===== config.mk =====
export PLATFORM = sky130hd
export DESIGN_NAME = wb_commit_tracer
export DESIGN_NICKNAME = d
export VERILOG_FILES = /design/src/rtl/wb_commit_tracer.sv
export SDC_FILE = /design/constraint.sdc
export NUM_CORES = 2
export LEC_CHECK = 0
export ABC_AREA = 1
export ABC_CLOCK_PERIOD_IN_PS = 15400
export BUFFER_PORTS_ARGS = -buffer_cell sky130_fd_sc_hd__buf_2
export CAP_MARGIN = 25
export CORE_ASPECT_RATIO = 0.6
export CORE_MARGIN = 5
export CORE_UTILIZATION = 45
export CTS_BUF_LIST = sky130_fd_sc_hd__clkbuf_8 sky130_fd_sc_hd__clkbuf_16
export CTS_CLUSTER_SIZE = 20
export DETAILED_ROUTE_END_ITERATION = 10
export HOLD_SLACK_MARGIN = 0.05
export PLACE_DENSITY_LB_ADDON = 0.2
export SYNTH_ARGS = -nofsm -noshare
export SYNTH_HDL_FRONTEND = slang
export SYNTH_SLANG_ARGS = --single-unit

===== constraint.sdc =====
create_clock -name clk -period 15.4 [get_ports clk]
set_input_delay 2.31 -clock clk [delete_from_list [all_inputs] [get_ports clk]]
set_output_delay 2.31 -clock clk [all_outputs]
set_load 0.02 [all_outputs]

===== src/rtl/wb_commit_tracer.sv =====
`default_nettype none
// ============================================================================
// Module   : wb_commit_tracer
// Brief    : Passive writeback observer; timestamps retiring instructions into
//            a show-ahead FIFO and keeps retired/cycle/dropped counters.
// Revision : 1.0 - initial release
// ============================================================================
module wb_commit_tracer #(
  parameter int DEPTH      = 16,
  parameter int XLEN       = 32,
  parameter bit CAPTURE_X0 = 1'b1
) (
  input  logic                       clk,
  input  logic                       reset,
  input  logic                       wb_valid,
  input  logic [XLEN-1:0]            wb_pc,
  input  logic [4:0]                 wb_rd,
  input  logic [XLEN-1:0]            wb_data,
  input  logic                       rd_ready,
  output logic                       rd_valid,
  output logic [XLEN-1:0]            rd_pc,
  output logic [4:0]                 rd_rd,
  output logic [XLEN-1:0]            rd_data,
  output logic [31:0]                rd_cycle,
  output logic [$clog2(DEPTH):0]     count,
  output logic                       overflow,
  input  logic                       clr_overflow,
  output logic [31:0]                retired,
  output logic [15:0]                dropped,
  output logic [31:0]                cycle
);

  localparam int c_aw = $clog2(DEPTH);
  localparam int c_cw = c_aw + 1;

  logic [XLEN-1:0] r_mem_pc   [DEPTH];
  logic [4:0]      r_mem_rd   [DEPTH];
  logic [XLEN-1:0] r_mem_data [DEPTH];
  logic [31:0]     r_mem_cyc  [DEPTH];

  logic [c_aw-1:0] r_wptr, r_rptr;
  logic [c_cw-1:0] r_count;
  logic [XLEN-1:0] r_head_pc, r_head_data;
  logic [4:0]      r_head_rd;
  logic [31:0]     r_head_cyc;
  logic            r_overflow;
  logic [15:0]     r_dropped;
  logic [31:0]     r_retired, r_cycle;

  logic            w_cap, w_full, w_pop, w_push, w_drop;
  logic [c_aw-1:0] w_rptr_nxt;
  logic [c_cw-1:0] w_count_nxt;

  always_comb begin
    w_cap      = wb_valid & (CAPTURE_X0 | (wb_rd != 5'd0));
    w_full     = (r_count == c_cw'(DEPTH));
    w_pop      = (r_count != '0) & rd_ready;
    w_push     = w_cap & (~w_full | w_pop);
    w_drop     = w_cap & w_full & ~w_pop;
    w_rptr_nxt = w_pop ? r_rptr + c_aw'(1) : r_rptr;
    unique case ({w_push, w_pop})
      2'b10:   w_count_nxt = r_count + c_cw'(1);
      2'b01:   w_count_nxt = r_count - c_cw'(1);
      default: w_count_nxt = r_count;
    endcase
  end

  // Storage carries no reset; validity is tracked by the pointers and count.
  always_ff @(posedge clk) begin
    if (w_push) begin
      r_mem_pc[r_wptr]   <= wb_pc;
      r_mem_rd[r_wptr]   <= wb_rd;
      r_mem_data[r_wptr] <= wb_data;
      r_mem_cyc[r_wptr]  <= r_cycle;
    end
  end

  always_ff @(posedge clk) begin
    if (reset) begin
      r_wptr  <= '0;
      r_rptr  <= '0;
      r_count <= '0;
    end else begin
      if (w_push) r_wptr <= r_wptr + c_aw'(1);
      r_rptr  <= w_rptr_nxt;
      r_count <= w_count_nxt;
    end
  end

  // Head registers preload the next head; a push into that same slot is forwarded.
  always_ff @(posedge clk) begin
    if (reset) begin
      r_head_pc   <= '0;
      r_head_rd   <= '0;
      r_head_data <= '0;
      r_head_cyc  <= '0;
    end else if (w_count_nxt != '0) begin
      if (w_push && (r_wptr == w_rptr_nxt)) begin
        r_head_pc   <= wb_pc;
        r_head_rd   <= wb_rd;
        r_head_data <= wb_data;
        r_head_cyc  <= r_cycle;
      end else begin
        r_head_pc   <= r_mem_pc[w_rptr_nxt];
        r_head_rd   <= r_mem_rd[w_rptr_nxt];
        r_head_data <= r_mem_data[w_rptr_nxt];
        r_head_cyc  <= r_mem_cyc[w_rptr_nxt];
      end
    end
  end

  always_ff @(posedge clk) begin
    if (reset) begin
      r_cycle    <= '0;
      r_retired  <= '0;
      r_overflow <= 1'b0;
      r_dropped  <= '0;
    end else begin
      r_cycle <= r_cycle + 32'd1;
      if (wb_valid) r_retired <= r_retired + 32'd1;
      // A drop in the same cycle as a clear leaves exactly that one drop recorded.
      if (w_drop) begin
        r_overflow <= 1'b1;
        if (clr_overflow)             r_dropped <= 16'd1;
        else if (r_dropped != 16'hFFFF) r_dropped <= r_dropped + 16'd1;
      end else if (clr_overflow) begin
        r_overflow <= 1'b0;
        r_dropped  <= '0;
      end
    end
  end

  assign rd_valid = (r_count != '0);
  assign rd_pc    = r_head_pc;
  assign rd_rd    = r_head_rd;
  assign rd_data  = r_head_data;
  assign rd_cycle = r_head_cyc;
  assign count    = r_count;
  assign overflow = r_overflow;
  assign retired  = r_retired;
  assign dropped  = r_dropped;
  assign cycle    = r_cycle;

endmodule
`default_nettype wire


==> run summary <==
Portion of the post-synthesis area used by sequential elements: 67.1%
Die width: 548 um
Fraction of layout instances using a drive strength above 1: 9.33%
Wirelength per Cell: 23.8 um
Origin of the critical flop-to-flop path: count[2]
Placed cell areas: 81500 um^2
Setup ws final: 9.20 ns
Register bit count reported by yosys: 1811
Worst slack, placed: 8.45 ns
Category of the most critical setup path: in -> reg
Number of global-route vias before repair: 51200
Detailed-router iteration count before antenna repair: 6
Yosys cell types: 45
Critical path data required time: 16.14 ns
Clock-pin slew on the worst setup and hold paths: 0.07 ns
RSZ-0062 raised after global routing: false
Count of flip-flops with a built-in enable after synthesis: 1616
Startpoint of the lowest-slack hold path: retired[31]
Die Span Y: 333 um
Post-route antenna net violation count: 0
Post-CTS setup repair buffer count: 0
PD cells: 180 nW/um^2
Initial antenna violation count: 8
Outcome: finished, final reports clean
Placed Cells incl. Taps: 9488
DP Wirelength: 110000 um
First-iteration detailed-routing DRC count: 6461
Total DRC errors in the routed layout: 0
Fmax: 161 MHz
Hold/Removal Path Class: reg -> reg
Normalized max-slew margin: 25.9%
Period utilisation layout: 40.2%
Total global-route track usage: 24.8%
Largest net degree at the start of global routing: 192
Number of synthesis warnings: 0
Synthesized area: 78100 um^2
Synthesized Nets: 7395
Sequential cell area: 52400 um^2
Count of H-tree levels built during CTS: 4
Endpoints failing setup: 0
Internal reg-to-reg setup slack: 10.37 ns
PostCTS Resize Cnt: 0
Prevailing post-synth register cell: sky130_fd_sc_hd__edfxtp_1
Max Cap Viol: 0
Core footprint: 173000 um^2
Maximum fanout along the worst path: 57
Startpoint Class: primary input
Number of buffers added by the clock tree synthesis step: 178
R2r endpoint: rd_cycle[3]
Effective utilization at floorplan: 45.3%
I/O pin count: 262
Worst-margin pin slew: 1.11 ns
Clock sink count: 1811
Pleak: 33.9 nW
Avg Synthesized Cell Area: 10.7 um^2
Maximum vdd ir drop: 209 uV
Std-Cell Rows: 118
Top cells by area, synth: sky130_fd_sc_hd__edfxtp_1, sky130_fd_sc_hd__nand3_1, sky130_fd_sc_hd__nand2_1
Cells after synthesis: 7312
Worst-Skew Late Latency: 0.83 ns
Largest area contributor in the synthesized netlist: sky130_fd_sc_hd__edfxtp_1
Setup TNS: 0 ns
Instance count along the most critical hold path: 2
Number of non-filler instances in the completed layout: 9812
Fraction of post-synthesis cell area in the top cell type by area: 62.1%
Cell area after layout: 87000 um^2
CP arrival: 6.94 ns
Port bufs: 261
Global route total overflow: 0
Layout Nets: 7473
Hold EP: retired[31]
Die area: 182000 um^2
Final hold violation count: 0
Number of cell instances on the worst register-to-register path: 14
Worst clock skew: 0.0421 ns
Maximum number of buffers from clock root to sink: 4
Synthesis-to-finish area growth: 11.4%
Clock tree from TritonCTS: built
Hold buffers post-CTS: 0
Wire length after detailed routing: 233000 um
First-pass GRT wire length: 345000 um
Shortest clock period the worst path allows after layout: 6.20 ns
Area used by multi-input combinational logic: 20500 um^2
Placer's final routability congestion estimate: 0.818
Fillers: 15200
Clock root cell: sky130_fd_sc_hd__clkbuf_16
FFs w/ async S/R, synth: 0%
Crit. End Element: register
Via density per instance: 5.55
Count of final max-slew check failures: 0
Total via count in the routed design: 54500
synthesized netlist by cell type (all sizes together) (2+ instances only):
cell and number:
a21oi 177, a221oi 3, a2bb2oi 2, a31oi 2, buf 230, clkbuf 224
dfxtp 195, edfxtp 1616, ha 9, inv 907, nand2 1493, nand3 1399
nand3b 455, nand4 17, nor2 206, nor3 39, nor3b 2, nor4 8
o211ai 55, o21a 4, o21ai 132, or2 122, xor2 9
flip-flops by register name (all words and copies together) (netlist names):
name        flops
count           5
cycle          32
dropped        16
overflow        1
r_mem_cyc     512
r_mem_data    512
r_mem_pc      512
r_mem_rd       80
r_rptr          4
r_wptr          4
rd_cycle       32
rd_data        32
rd_pc          32
rd_rd           5
retired        32
power by group:
part | internal, W | leakage [nW] | switching [W]
sequential | 0.00551 | 16.1 | 0.000122
clock | 0.00235 | 2.95 | 0.00187
combinational | 0.00163 | 14.9 | 0.00422
how the worst max path moves through the flow:
stage,startpoint,endpoint,depth (start not counted)
after floorplan,wb_valid,r_mem_cyc[11][0],5
after global placement,wb_valid,rd_rd[2],20
after detailed placement,wb_valid,rd_pc[6],20
after CTS,wb_valid,rd_pc[6],20
after global routing,wb_valid,rd_pc[6],20
final,wb_valid,rd_data[23],20
critical path, cell delays in order:
cell and delay [ns]:
sky130_fd_sc_hd__buf_2 0.16, sky130_fd_sc_hd__inv_1 0.34, sky130_fd_sc_hd__nand3_2 0.25, sky130_fd_sc_hd__nand2_1 0.11, sky130_fd_sc_hd__nand2_1 0.08, sky130_fd_sc_hd__inv_2 0.07, sky130_fd_sc_hd__ha_1 0.17, sky130_fd_sc_hd__inv_1 0.04
sky130_fd_sc_hd__nand2_1 0.08, sky130_fd_sc_hd__inv_1 0.06, sky130_fd_sc_hd__nand2_1 0.07, sky130_fd_sc_hd__nand3_1 0.07, sky130_fd_sc_hd__nand2_1 0.09, sky130_fd_sc_hd__nand2_1 0.09, sky130_fd_sc_hd__nor2_4 0.58, sky130_fd_sc_hd__nand2_8 0.52
sky130_fd_sc_hd__inv_6 0.65, sky130_fd_sc_hd__buf_4 0.85, sky130_fd_sc_hd__a21oi_1 0.11, sky130_fd_sc_hd__nor2_1 0.13
kinds of logic (layout without fill, tap and decap cells):
group,Yosys count,after routing,synth area share [%]
buffers and inverters,1362,1578,6.90
DFF,1811,1811,67.1
other,0,4,0
xor gates and xnor gates,10,10,0.112
adders and majority gates,9,9,0.144
AOI/OAI and AO/OA,378,378,2.68
and+or+nand+nor,3742,3742,23.0
per-layer routing:
| metal | track usage (%) | share of wire [%] | vias to the layer above |
|---|---|---|---|
| met2 | 38.3 | 45 | 2501 |
| met1 | 37.1 | 44 | 26600 |
| met5 | 0 | 0.012 | - |
| met4 | 5.55 | 2.0 | 4 |
| li1 | - | - | 25000 |
| met3 | 4.12 | 9.0 | 336 |
metrics by stage:
stage / total power, W / util, % / hold slack, ns
finish: 0.0157 / 50.4 / 0.462
CTS: 0.0157 / 50.4 / 0.464
detailed placement: 0.0115 / 47.2 / 0.450
floorplan: 0.00967 / - / 0.522
global route: 0.0165 / 50.4 / 0.492
global placement: 0.0115 / 47.2 / 0.440
layout make-up:
class	instances	area share, %
antenna	4	0.0115
clock buffer	200	5.49
clock inverter	118	0.847
inverter	908	3.95
multi-input combinational	4139	23.6
sequential	1811	60.2
tap	2280	3.28
timing repair buffer	352	2.62
cells in the final DEF, fill, tap and decap left out, types with 55 or more instances in the layout:
cell type	count
sky130_fd_sc_hd__a21oi_1	176
sky130_fd_sc_hd__o21ai_0	57
sky130_fd_sc_hd__clkbuf_16	180
sky130_fd_sc_hd__edfxtp_1	1616
sky130_fd_sc_hd__dfxtp_1	195
sky130_fd_sc_hd__buf_2	260
sky130_fd_sc_hd__o21ai_1	73
sky130_fd_sc_hd__nand3b_1	455
sky130_fd_sc_hd__buf_4	71
sky130_fd_sc_hd__o211ai_1	55
sky130_fd_sc_hd__nand2_1	1484
sky130_fd_sc_hd__nand3_1	1394
sky130_fd_sc_hd__or2_2	59
sky130_fd_sc_hd__inv_1	955
sky130_fd_sc_hd__nor2_1	186
Power figures use the tool's default switching activity.
